**src/rtl/bist_pkg.sv**
```systemverilog
// rtl/bist_pkg.sv - shared state encoding, strobe decode and LFSR seed for the BIST controller
package bist_pkg;

    localparam int          SIG_W_DEFAULT = 16;
    localparam logic [15:0] LFSR_SEED     = 16'hACE1;

    typedef enum logic [2:0] {
        S_IDLE    = 3'd0,
        S_INIT    = 3'd1,
        S_RUN     = 3'd2,
        S_COMPARE = 3'd3,
        S_DONE    = 3'd4
    } state_t;

    typedef struct packed {
        logic bist_mode;
        logic lfsr_load;
        logic lfsr_en;
        logic misr_clr;
        logic misr_en;
        logic cut_rst;
        logic bist_end;
    } strobes_t;

    function automatic strobes_t decode_strobes(state_t s);
        strobes_t o;
        o = '0;
        case (s)
            S_INIT: begin
                o.bist_mode = 1'b1;
                o.lfsr_load = 1'b1;
                o.misr_clr  = 1'b1;
                o.cut_rst   = 1'b1;
            end
            S_RUN: begin
                o.bist_mode = 1'b1;
                o.lfsr_en   = 1'b1;
                o.misr_en   = 1'b1;
            end
            S_COMPARE: o.bist_mode = 1'b1;
            S_DONE:    o.bist_end  = 1'b1;
            default:   o = '0;
        endcase
        return o;
    endfunction

endpackage

```
**src/rtl/bist_if.sv**
```systemverilog
// rtl/bist_if.sv - start/result and LFSR/MISR/CUT control bundle of the BIST controller
interface bist_if #(
    parameter int SIG_W = 16
);
    logic             bist_start;
    logic [SIG_W-1:0] misr_sig;
    logic             bist_mode;
    logic             lfsr_load;
    logic             lfsr_en;
    logic             misr_clr;
    logic             misr_en;
    logic             cut_rst;
    logic             bist_end;
    logic             pass_fail;

    modport master (
        input  bist_start, misr_sig,
        output bist_mode, lfsr_load, lfsr_en, misr_clr, misr_en, cut_rst, bist_end, pass_fail
    );

    modport slave (
        output bist_start, misr_sig,
        input  bist_mode, lfsr_load, lfsr_en, misr_clr, misr_en, cut_rst, bist_end, pass_fail
    );
endinterface

```
**src/rtl/bist_cycle_counter.sv**
```systemverilog
// rtl/bist_cycle_counter.sv - phase-length counter with clear, enable and terminal-count compare
module bist_cycle_counter #(
    parameter int CNT_W = 10
) (
    input  logic             clk,
    input  logic             rst,
    input  logic             clr_i,
    input  logic             en_i,
    input  logic [CNT_W-1:0] term_i,
    output logic             tc_o
);
    logic [CNT_W-1:0] cnt_q;

    always_ff @(posedge clk or posedge rst) begin
        if (rst) begin
            cnt_q <= '0;
        end else if (clr_i) begin
            cnt_q <= '0;
        end else if (en_i) begin
            cnt_q <= cnt_q + 1'b1;
        end
    end

    // Equality exit: the counter never needs to wrap within a phase.
    assign tc_o = (cnt_q == term_i);

endmodule

```
**src/rtl/bist_controller.sv**
```systemverilog
// rtl/bist_controller.sv - sequences seed/clear/reset, pattern application and signature compare
module bist_controller
    import bist_pkg::*;
#(
    parameter int               N_PATTERNS     = 1000,
    parameter int               CNT_W          = 10,
    parameter int               SIG_W          = SIG_W_DEFAULT,
    parameter logic [SIG_W-1:0] GOLDEN_SIG     = '0,
    parameter int               CUT_RST_CYCLES = 2
) (
    input  logic  clk,
    input  logic  rst,
    bist_if.master bus
);
    if (N_PATTERNS < 1) begin : g_chk_np
        $error("N_PATTERNS must be >= 1");
    end
    if (CUT_RST_CYCLES < 1) begin : g_chk_rst
        $error("CUT_RST_CYCLES must be >= 1");
    end
    if (((N_PATTERNS - 1) >> CNT_W) != 0 || ((CUT_RST_CYCLES - 1) >> CNT_W) != 0) begin : g_chk_w
        $error("CNT_W too narrow for phase lengths");
    end

    state_t     state_q, state_d;
    strobes_t   strobes_q;
    logic       start_q;
    logic       pass_fail_q;
    logic       start_pulse;
    logic       cnt_en, cnt_clr, cnt_tc;
    logic [CNT_W-1:0] cnt_term;

    assign start_pulse = bus.bist_start & ~start_q;

    always_comb begin
        state_d = state_q;
        case (state_q)
            S_IDLE:    if (start_pulse) state_d = S_INIT;
            S_INIT:    if (cnt_tc)      state_d = S_RUN;
            S_RUN:     if (cnt_tc)      state_d = S_COMPARE;
            S_COMPARE:                  state_d = S_DONE;
            S_DONE:    if (start_pulse) state_d = S_INIT;
            default:                    state_d = S_IDLE;
        endcase
    end

    // One counter times both INIT and RUN; it restarts from 0 on every state change.
    assign cnt_en   = (state_q == S_INIT) || (state_q == S_RUN);
    assign cnt_clr  = (state_d != state_q) || !cnt_en;
    assign cnt_term = (state_q == S_INIT) ? CNT_W'(CUT_RST_CYCLES - 1) : CNT_W'(N_PATTERNS - 1);

    bist_cycle_counter #(.CNT_W(CNT_W)) u_cnt (
        .clk    (clk),
        .rst    (rst),
        .clr_i  (cnt_clr),
        .en_i   (cnt_en),
        .term_i (cnt_term),
        .tc_o   (cnt_tc)
    );

    // start_q resets to 1 so a start held high across reset needs a fresh rising edge.
    always_ff @(posedge clk or posedge rst) begin
        if (rst) begin
            state_q     <= S_IDLE;
            start_q     <= 1'b1;
            strobes_q   <= '0;
            pass_fail_q <= 1'b0;
        end else begin
            start_q   <= bus.bist_start;
            state_q   <= state_d;
            strobes_q <= decode_strobes(state_d);
            if (state_q == S_COMPARE) begin
                pass_fail_q <= (bus.misr_sig == GOLDEN_SIG);
            end
        end
    end

    assign bus.bist_mode = strobes_q.bist_mode;
    assign bus.lfsr_load = strobes_q.lfsr_load;
    assign bus.lfsr_en   = strobes_q.lfsr_en;
    assign bus.misr_clr  = strobes_q.misr_clr;
    assign bus.misr_en   = strobes_q.misr_en;
    assign bus.cut_rst   = strobes_q.cut_rst;
    assign bus.bist_end  = strobes_q.bist_end;
    assign bus.pass_fail = pass_fail_q;

endmodule

```
**src/flat_wrapper.sv**
```systemverilog
// flat-port wrapper written by rule: the top's interface ports become plain ports
module bist_controller_flat import bist_pkg::*;
#(
    parameter int               N_PATTERNS     = 1000,
    parameter int               CNT_W          = 10,
    parameter int               SIG_W          = SIG_W_DEFAULT,
    parameter logic [SIG_W-1:0] GOLDEN_SIG     = '0,
    parameter int               CUT_RST_CYCLES = 2
)
  (clk, rst, bus_bist_start, bus_misr_sig, bus_bist_mode, bus_lfsr_load, bus_lfsr_en, bus_misr_clr, bus_misr_en, bus_cut_rst, bus_bist_end, bus_pass_fail);
  bist_if #(.SIG_W(SIG_W)) bus_i ();
  input  logic clk;
  input  logic rst;
  input wire logic [$bits(bus_i.bist_start)-1:0] bus_bist_start;
  input wire logic [$bits(bus_i.misr_sig)-1:0] bus_misr_sig;
  output wire logic [$bits(bus_i.bist_mode)-1:0] bus_bist_mode;
  output wire logic [$bits(bus_i.lfsr_load)-1:0] bus_lfsr_load;
  output wire logic [$bits(bus_i.lfsr_en)-1:0] bus_lfsr_en;
  output wire logic [$bits(bus_i.misr_clr)-1:0] bus_misr_clr;
  output wire logic [$bits(bus_i.misr_en)-1:0] bus_misr_en;
  output wire logic [$bits(bus_i.cut_rst)-1:0] bus_cut_rst;
  output wire logic [$bits(bus_i.bist_end)-1:0] bus_bist_end;
  output wire logic [$bits(bus_i.pass_fail)-1:0] bus_pass_fail;
  assign bus_i.bist_start = bus_bist_start;
  assign bus_i.misr_sig = bus_misr_sig;
  assign bus_bist_mode = bus_i.bist_mode;
  assign bus_lfsr_load = bus_i.lfsr_load;
  assign bus_lfsr_en = bus_i.lfsr_en;
  assign bus_misr_clr = bus_i.misr_clr;
  assign bus_misr_en = bus_i.misr_en;
  assign bus_cut_rst = bus_i.cut_rst;
  assign bus_bist_end = bus_i.bist_end;
  assign bus_pass_fail = bus_i.pass_fail;
  bist_controller #(.N_PATTERNS(N_PATTERNS), .CNT_W(CNT_W), .SIG_W(SIG_W), .GOLDEN_SIG(GOLDEN_SIG), .CUT_RST_CYCLES(CUT_RST_CYCLES)) u_core (.clk(clk), .rst(rst), .bus(bus_i));
endmodule
```
**config.mk**
```make
export PLATFORM = sky130hd
export DESIGN_NAME = bist_controller_flat
export DESIGN_NICKNAME = d
export VERILOG_FILES = /design/src/rtl/bist_pkg.sv /design/src/rtl/bist_if.sv /design/src/rtl/bist_cycle_counter.sv /design/src/rtl/bist_controller.sv /design/src/flat_wrapper.sv
export SDC_FILE = /design/constraint.sdc
export NUM_CORES = 1
export LEC_CHECK = 0
export BUFFER_PORTS_ARGS = -buffer_cell sky130_fd_sc_hd__buf_2
export CAP_MARGIN = 10
export CORE_MARGIN = 1
export CORE_UTILIZATION = 45
export DETAILED_ROUTE_END_ITERATION = 12
export PLACE_DENSITY = 0.75
export RECOVER_POWER = 25
export SETUP_SLACK_MARGIN = 0.5
export SLEW_MARGIN = 10
export SYNTH_ARGS = -nofsm -noshare
export SYNTH_HDL_FRONTEND = slang
export SYNTH_HIERARCHICAL = 1
export SYNTH_SLANG_ARGS = --single-unit
```
**constraint.sdc**
```tcl
create_clock -name clk -period 7.3 [get_ports clk]
set_clock_uncertainty 0.2 [all_clocks]
set_input_delay 0.365 -clock clk [delete_from_list [all_inputs] [get_ports clk]]
set_output_delay 0.365 -clock clk [all_outputs]
set_load 0.005 [all_outputs]
```
After elaboration in Yosys (flattened, before gate mapping)
Cells that the tools add are included.
{"block": "totals", "mem_bits_ro": 0, "ram_bits": 0, "out_inout_bits": 8, "n_memories": 0, "regBits": 19, "input_bits": 19, "word_cells": 40, "latch_bits": 0}
{"block": "classes", "multipliers": 0, "n_reduce_logical": 8, "magnitude_cmp": 0, "n_addsub": 1, "mux": 11, "n_bitwise": 2, "div_mod_pow": 0, "shifts": 0, "eq_ne": 10}
{"cell": "$mux W10", "count": 3}
{"cell": "$logic_not A16 Y1", "count": 1}
{"cell": "$eq A3 B2 Y1 const B", "count": 4}
{"cell": "$pmux W3 S4", "count": 1}
{"cell": "$add A10 B1 Y10 const B", "count": 1}
{"cell": "$eq A10 B10 Y1", "count": 1}
{"cell": "$mux W3", "count": 3}
{"cell": "$eq A3 B1 Y1 const B", "count": 2}
{"cell": "$eq A3 B3 Y1 const B", "count": 2}
{"cell": "$mux W1", "count": 4}
{"cell": "$logic_not A3 Y1", "count": 1}
{"cell": "$ne A3 B3 Y1", "count": 1}
{"cell": "$reduce_or A3 Y1", "count": 1}
{"cell": "$logic_or A1 B1 Y1", "count": 2}
{"cell": "$reduce_bool A2 Y1", "count": 1}
{"cell": "$reduce_or A2 Y1", "count": 1}
{"cell": "$and A1 B1 Y1", "count": 1}
{"cell": "$logic_not A1 Y1", "count": 1}
{"cell": "$not A1 Y1", "count": 1}

Depth between registers and ports, before layout
Gate-level depths: netlist of the first run.
{"block": "logic_depth", "depth_word": 8, "mapped_depth": 9, "mapped_depth_nobuf": 9}

Hierarchy
The synthesis of the first run kept the hierarchy.
{"mod": "bist_cycle_counter", "area_per_inst_um2": 614.3, "cells_per_inst": 64, "seq_area_each_um2": 250.2, "n_inst": 1}
{"mod": "bist_controller", "area_per_inst_um2": 459.2, "cells_per_inst": 46, "seq_area_each_um2": 226.5, "n_inst": 1}

Worst setup path before layout of the first run
OpenSTA, ideal clock, no wires.
{"block": "synth_path", "path_kind": "register -> register", "from": "register u_core.state_q[1]", "to": "register u_core.u_cnt.cnt_q[8]", "path_slack_ns": 4.429, "t_arrival_ns": 2.593, "n_path_buf": 0, "path_stages_with_launch": 10, "required_time_ns": 7.022, "cell_sequence": "dfrtp_1 > nand2b_1 > nand2b_1 > xnor2_1 > nand4_1 > nor4_1 > nand2b_1 > o21ai_0 > or4_1 > a21oi_1"}
{"block": "synth_via", "elab_chain_cells": 8, "elab_cells_between_ends": 18, "cone_classes": "eq/ne: 6; mux: 6; reduce/logical: 6"}
{"element": "from (decl)", "line": "bist_controller.sv:25", "source": "state_t state_q, state_d;"}
{"element": "from (signal assigned)", "line": "bist_controller.sv:70", "source": "state_q <= state_d;"}
{"element": "$eq A3 B1 Y1 (*)", "line": "bist_controller.sv:50", "source": "assign cnt_term = (state_q == S_INIT) ? CNT_W'(CUT_RST_CYCLES - 1) : CNT_W'(N_PATTERNS - 1);"}
{"element": "$mux W10 (*)", "line": "bist_controller.sv:50"}
{"element": "named net u_core.cnt_term[1]", "line": "bist_controller.sv:31", "source": "logic [CNT_W-1:0] cnt_term;"}
{"element": "$eq A10 B10 Y1 (*)", "line": "bist_cycle_counter.sv:25", "source": "assign tc_o = (cnt_q == term_i);"}
{"element": "named net u_core.cnt_tc", "line": "bist_controller.sv:30", "source": "logic cnt_en, cnt_clr, cnt_tc;"}
{"element": "$mux W3, on equally long branches", "line": "bist_controller.sv:40, bist_controller.sv:39"}
{"element": "$pmux W3 S4 (*)", "line": "bist_controller.sv:37", "source": "case (state_q)"}
{"element": "$ne A3 B3 Y1 (*)", "line": "bist_controller.sv:49", "source": "assign cnt_clr = (state_d != state_q) || !cnt_en;"}
{"element": "$logic_or A1 B1 Y1 (*)", "line": "bist_controller.sv:49"}
{"element": "named net u_core.cnt_clr", "line": "bist_controller.sv:30"}
{"element": "$mux W10 / $reduce_bool A2 Y1 (equally long branches)"}
{"element": "to (signal assigned)", "line": "bist_cycle_counter.sv:20", "source": "cnt_q <= cnt_q + 1'b1;"}
{"element": "to (decl)", "line": "bist_cycle_counter.sv:12", "source": "logic [CNT_W-1:0] cnt_q;"}
The timed path passes the listed nets; every way through them passes the cells marked *.
A chain may end at the register's enable or synchronous reset.

Worst setup path after layout of the first run
Ends and elaborated chain as after synthesis.

==> results of run 1 <==
how the worst max path moves through the flow:
stage                                 start               endpoint  cells after the start
after detailed placement  u_core/state_q[1]  u_core/u_cnt/cnt_q[8]                      9
after floorplan           u_core/state_q[1]  u_core/u_cnt/cnt_q[8]                      9
after CTS                 u_core/state_q[1]  u_core/u_cnt/cnt_q[8]                      9
final                     u_core/state_q[1]  u_core/u_cnt/cnt_q[8]                      9
after global placement    u_core/state_q[1]  u_core/u_cnt/cnt_q[8]                      9
after global routing      u_core/state_q[1]  u_core/u_cnt/cnt_q[9]                      9
per-layer routing:
metal / GRT usage [%] / wire length [um]
met1: 22.5 / 861
met2: 30.2 / 975
met3: 0.893 / 83
met4: 9.72 / 36
met5: 0 / 0
area by class of cell:
cell class | instances | area, um^2 | share of cell area, %
sequential | 19 | 477 | 38.2
inverter | 4 | 15.0 | 1.20
clock buffer | 4 | 26.3 | 2.11
timing repair buffer | 28 | 149 | 11.9
tap | 28 | 35.0 | 2.81
multi-input combinational | 81 | 546 | 43.7
sequential cells by signal, indices dropped and copies added (netlist names):
signal	count
u_core/u_cnt/cnt_q	10
u_core/bus.bist_end	1
u_core/bus.cut_rst	1
u_core/bus.misr_en	1
u_core/bus.pass_fail	1
u_core/start_q	1
u_core/state_q	3
u_core/bus.bist_mode	1
synth_stat cells (all sizes together):
cell type	count	share of area [%]
ha	1	1.2
o31ai	3	2.1
nand4	7	5.5
a21oi	6	2.8
a21o	1	0.70
o221ai	1	1.4
nand2b	6	3.5
clkbuf	3	1.2
xor2	5	4.1
o2111a	1	1.0
buf	4	2.6
nand3	3	1.4
dfrtp	18	42
mux2	1	1.4
nor4	5	2.9
o22a	1	0.82
or4	3	2.1
nand2	7	2.4
or3	2	1.3
nor2	7	2.4
dfstp	1	2.4
mux2i	1	0.93
xnor2	9	7.3
o21ai	4	1.9
inv	4	1.4
or2	1	0.58
o22ai	1	0.58
nand3b	2	1.4
conb	2	0.70
metrics by stage:
stage          cell area [um^2]  util [%]
6_report                   1250      55.9
5_1_grt                    1250      55.9
4_1_cts                    1250      55.9
3_5_place_dp               1200      53.8
3_3_place_gp               1200      53.8
2_1_floorplan              1080         -
cell families (layout without fill, tap and decap cells):
family	count (synthesis)	after routing	share of synthesized area, %
AO/OA/AOI/OAI	18	18	11.3
XOR/XNOR	14	14	11.4
adder cells (fa/ha/maj)	1	1	1.17
buffers and inverters	11	36	5.13
flip-flops	19	19	44.4
multiplexers	2	2	2.33
other	2	3	0.700
AND/OR/NAND/NOR	43	43	23.5
power by group through the flow:
stage	logic, mW	registers (mW)	clock network (mW)
global route	0.154	0.153	0.0565
global placement	0.130	0.151	0
floorplan	0.119	0.142	0
detailed placement	0.135	0.152	0
finish	0.134	0.150	0.0518
CTS	0.136	0.150	0.0542
tightest hold or removal path, delay by kind of cell:
kind / cells / cell delay, ps
compound gates: 1 / 60
simple gates: 2 / 90
buf+inv: 1 / 80
==> key figures, run 1 <==
Die
  – Core ar.: 2230 um^2
  – Initial Utilization: 48.1%
  – FP Rows: 17
  – # IOs: 27
  – Die area: 2580 um^2
  – Die H: 50.8 um
  – Die W: 50.8 um

Layout
  – Fin cells: 164
  – Layout cells sized above 1: 25.0%
  – Final #Nets: 157
  – # diodes: 0
  – Area grow syn2layout: 16.2%
  – Commonest cells after routing, fill and taps aside: buf_2, dfrtp_1, xnor2_1
  – Commonest non-fill, non-tap cell in the layout: buf_2
  – Fillers: 218

Power and ir drop
  – Switch Pwr: 127 uW
  – Flop pwr share: 44.7%
  – Total power: 336 uW
  – Sw Share: 37.7%
  – Clock power share: 15.4%
  – PD cells: 269 nW/um^2
  – P_leak: 0.583 nW
  – Peak supply drop: 0.142 mV
  – P_int: 209 uW
  – Gate power share: 39.9%

Route
  – Total wire length: 1960 um
  – Avg WL per Cell: 11.9 um
  – Detailed-route via count: 893
  – Post-route ant nets: 0
  – # DRC: 0
  – Via/cell ratio: 5.45
  – First drt pass iteration count: 4
  – 1st-iter DRT viols: 10

Timing
  – Crit share post-route: 49.7%
  – Least-Margin Pin Slew: 684 ps
  – Max_slew headroom: 53.9%
  – Max Slew Vio Count: 0
  – Final worst slack: 3670 ps
  – Endpoints failing hold: 0
  – WHS: 133 ps
  – RSZ-0062 raised after global routing: no
  – Setup TNS: 0 ps
  – Fmax: 276 MHz
  – Final setup viols: 0
  – Fin crit period: 3630 ps

Clocking
  – Worst-path clk slew: 100 ps
  – CTS tree: yes
  – Clk buf depth: 2
  – Post-CTS Resized: 0
  – Clk Tree Root Cell: clkbuf_4
  – H-tree depth: 1
  – Clock sink total: 19
  – Post-CTS Setup Inserts: 0
  – # hold bufs at CTS: 2
  – CTS Buf Count: 3
  – Clock Latency Late Sink: 290 ps

Run
  – Max-cap viol count: 0

Setup path
  – Most used cell, CP: nand2b_1
  – Cell Chain, Critical Path: nand2b_1 > nand2b_1 > xnor2_1 > nand4_1 > nor4_1 > nand2b_1 > o21ai_0 > or4_1 > a21oi_1
  – CP Max Fanout: 11
  – Critical path's top delay family: simple AND/OR/NAND/NOR gates
  – Startpoint types: flip-flop
  – Internal reg-to-reg setup slack: 3670 ps
  – Slowest stage delay, CP: 590 ps
  – Worst endpoint required time: 7310 ps
  – Crit end category: flip-flop
  – WP buf/inv: 0
  – Reg-to-reg endpoint: u_core/u_cnt/cnt_q[8]
  – Crit path DAT: 3640 ps
  – Critical R2R Launch: u_core/state_q[1]
  – CP max stage cell: nor4_1
  – Worst reg-to-reg path cell count: 9
  – Critical path class: reg -> reg

Placement
  – Setup WS pre-CTS: 3700 ps
  – Placed insts: 158
  – Final HPWL DP: 1540 um
  – Global placement routability congestion: 0.842
  – Port bufs: 26

Synth
  – Netlist cell types: 34
  – Synth Register Bits: 19
  – Syn Area/Cell: 9.76 um^2
  – Post-Synthesis Cells: 110
  – Register area share after synthesis: 44.4%
  – Syn Std Cell Area: 1070 um^2
  – Yosys warns: 6

Worst hold path
  – Worst min path class: in -> reg
  – Hold Path Sink: u_core/bus.pass_fail
  – Hold_sp: bus_misr_sig[14]
  – Hold path cells: 4

Global route
  – Initial antenna violation count: 0
  – Vias in the first global route: 854
  – First-pass GRT wire length: 3420 um
  – All-layer global routing usage: 17.7%
  – Grt ovf: 0
  – Largest net degree at the start of global routing: 12

Status
  – Outcome: complete, no violations
Power figures use the tool's default switching activity.
==> inputs of run 2 (changes only) <==
--- a/config.mk
+++ b/config.mk
@@ -5,12 +5,13 @@
 export SDC_FILE = /design/constraint.sdc
 export NUM_CORES = 1
 export LEC_CHECK = 0
+export ABC_AREA = 1
 export BUFFER_PORTS_ARGS = -buffer_cell sky130_fd_sc_hd__buf_2
 export CAP_MARGIN = 10
 export CORE_MARGIN = 1
 export CORE_UTILIZATION = 45
 export DETAILED_ROUTE_END_ITERATION = 12
-export PLACE_DENSITY = 0.75
+export PLACE_DENSITY = 0.74
 export RECOVER_POWER = 25
 export SETUP_SLACK_MARGIN = 0.5
 export SLEW_MARGIN = 10
==> constraint.sdc (replaced) <==
create_clock -name clk -period 3.4 [get_ports clk]
set_clock_uncertainty 0.2 [all_clocks]
set_input_delay 0.17 -clock clk [delete_from_list [all_inputs] [get_ports clk]]
set_output_delay 0.17 -clock clk [all_outputs]
set_load 0.005 [all_outputs]
==> key figures, run 2 <==
Clocking
  – H-tree depth: 1
  – CTS tree: yes
  – Clk buf depth: 2
  – Clock sink total: 19
  – Worst-path clk slew: 110 ps
  – Clock Latency Late Sink: 300 ps
  – Post-CTS Setup Inserts: 0
  – CTS Buf Count: 3
  – Clk Tree Root Cell: clkbuf_4

Setup path
  – CP max stage cell: dlygate4sd3_1
  – Worst endpoint required time: 3450 ps
  – Critical path class: in -> reg
  – Startpoint types: input pin
  – CP Max Fanout: 1
  – Slowest stage delay, CP: 560 ps
  – Crit end category: flip-flop
  – Crit path DAT: 2860 ps
  – Most used cell, CP: dlygate4sd3_1
  – Cell Chain, Critical Path: dlygate4sd3_1 > buf_2 > nor2_1 > dlygate4sd3_1 > nand2_1 > dlygate4sd3_1 > nor2_1 > nand3_1 > dlygate4sd3_1 > nand2_1

Timing
  – Fin crit period: 2810 ps
  – Crit share post-route: 82.6%
  – RSZ-0062 raised after global routing: no
  – Final setup viols: 0
  – Setup TNS: 0 ps
  – Max Slew Vio Count: 0
  – Endpoints failing hold: 0
  – Fmax: 356 MHz
  – Final worst slack: 590 ps

Global route
  – Largest net degree at the start of global routing: 12
  – First-pass GRT wire length: 4170 um
  – All-layer global routing usage: 20.5%
  – Initial antenna violation count: 0
  – Grt ovf: 0
  – Vias in the first global route: 1036

Route
  – Detailed-route via count: 1132
  – Total wire length: 2600 um
  – Post-route ant nets: 0
  – Avg WL per Cell: 11.4 um
  – First drt pass iteration count: 4
  – 1st-iter DRT viols: 26
  – Via/cell ratio: 4.96
  – # DRC: 0

Layout
  – Layout cells sized above 1: 26.8%
  – Area grow syn2layout: 22.7%
  – # diodes: 0
  – Top reg by flops: u_core/u_cnt/cnt_q
  – Max FFs per register: 10
  – Commonest non-fill, non-tap cell in the layout: nand2_1
  – Final #Nets: 219
  – Largest regs: u_core/u_cnt/cnt_q x10, u_core/state_q x3
  – Commonest cells after routing, fill and taps aside: nand2_1, nor2_1, buf_2

Worst hold path
  – Worst min path class: in -> async

Die
  – Initial Utilization: 48.0%
  – FP Rows: 18
  – Die area: 2880 um^2
  – Core ar.: 2500 um^2
  – Die H: 53.7 um
  – # IOs: 27
  – Die W: 53.7 um

Power and ir drop
  – PD cells: 585 nW/um^2
  – P_leak: 0.734 nW
  – Peak supply drop: 0.465 mV

Synth
  – Post-Synthesis Cells: 163
  – Top cell type's share of synthesized area: 37.5%
  – Netlist cell types: 27
  – Synth Register Bits: 19
  – Number of flops mapped to enable cells by yosys: 0
  – Yosys warns: 6
  – Syn Std Cell Area: 1200 um^2
  – Commonest cells in the netlist: nand2_1, nor2_1, dfrtp_1, inv_1, nand3_1
  – Syn Area/Cell: 7.37 um^2
  – Fraction of registers with async set/reset: 100%
  – Top-count cell post-synth: nand2_1
  – Synth area leaders: dfrtp_1, nand2_1, nor2_1
  – Yosys top cell by area: dfrtp_1
  – Register area share after synthesis: 39.7%
  – Synth Flop Type: dfrtp_1

Placement
  – Port bufs: 26
  – Global placement routability congestion: 0.858
  – Final HPWL DP: 1940 um
  – Setup WS pre-CTS: 570 ps

Run
  – Max-cap viol count: 0

Status
  – Outcome: complete, no violations
[run 2: cell types whose count changed after synthesis, sizes merged, moves of 4 or more]
| cell | change |
|---|---|
| nand2 | +30 |
| xnor2 | -5 |
| nor4 | -5 |
| o21ai | +4 |
| nand2b | -6 |
| nand3 | +10 |
| inv | +17 |
| nor2 | +27 |
[run 2: layer usage]
metal | GRT usage, % | vias to the layer above | share of wire (%)
met3 | 2.54 | 6 | 4.7
met1 | 23.8 | 513 | 42
met5 | 0 | - | 0
li1 | - | 571 | -
met4 | 11.8 | 0 | 2.1
met2 | 35.8 | 42 | 51
[run 2: power by group]
| part | leakage, nW | total [mW] | switching, mW | internal, mW |
|---|---|---|---|---|
| registers | 0.254 | 0.315 | 0.0439 | 0.271 |
| logic | 0.462 | 0.435 | 0.255 | 0.180 |
| clock network | 0.0177 | 0.112 | 0.0679 | 0.0439 |
| total | 0.734 | 0.862 | 0.367 | 0.495 |
[run 2: path summary, 6_finish.rpt]
path                                 startpoint                    end  slack [ps]  cells past startpoint
setup / recovery               bus_misr_sig[15]   u_core/bus.pass_fail         590                     10
hold / removal                              rst   u_core/bus.pass_fail         170                      3
setup reg to reg              u_core/state_q[0]  u_core/u_cnt/cnt_q[8]         710                     15
hold reg to reg            u_core/bus.pass_fail   u_core/bus.pass_fail         300                      2
max in group asynchronous                   rst  u_core/u_cnt/cnt_q[4]        2510                      3
min in group clk           u_core/bus.pass_fail   u_core/bus.pass_fail         300                      2
[run 2: layout make-up]
class / instances / area (um^2)
clock inverters: 1 / 5.00
clock buffers: 3 / 22.5
repair buffers: 32 / 188
multi-input cells: 120 / 644
well taps: 30 / 37.5
inverters: 23 / 100
flip-flops and latches: 19 / 477
fillers: 235 / 1030
[run 2: cells by family (layout without fill, tap and decap cells)]
group                      after synthesis  count (layout)  share of synthesized area, %
AOI/OAI and AO/OA                       15              15                          6.77
xor gates and xnor gates                 8               8                          5.83
adders and majority gates                1               1                          1.04
buffers and inverters                   27              59                          10.6
DFF                                     19              19                          39.7
other                                    2               4                         0.625
and+or+nand+nor                         91              92                          35.4
[run 2: timing repair]
action	4_1_cts	5_1_grt
endpoints found under the hold margin	21	0
hold buffers	6	0
setup endpoints to repair	0	7
resized for setup	0	6
[run 2: worst max-delay path, delay by kind of cell]
family | cells | cell delay [ps]
buffers and inverters | 5 | 2330
and+or+nand+nor | 5 | 360
[run 2: stage by stage]
stage	hold WS (ps)	instance area [um^2]	power, mW	cells	utilization [%]
2_1_floorplan	-203	1210	0.625	165	-
4_1_cts	154	1440	0.835	227	57.5
5_1_grt	213	1470	0.938	228	59.0
3_3_place_gp	-47.1	1350	0.697	217	54.0
6_report	170	1470	0.862	228	59.0
3_5_place_dp	-45.5	1350	0.713	217	54.0
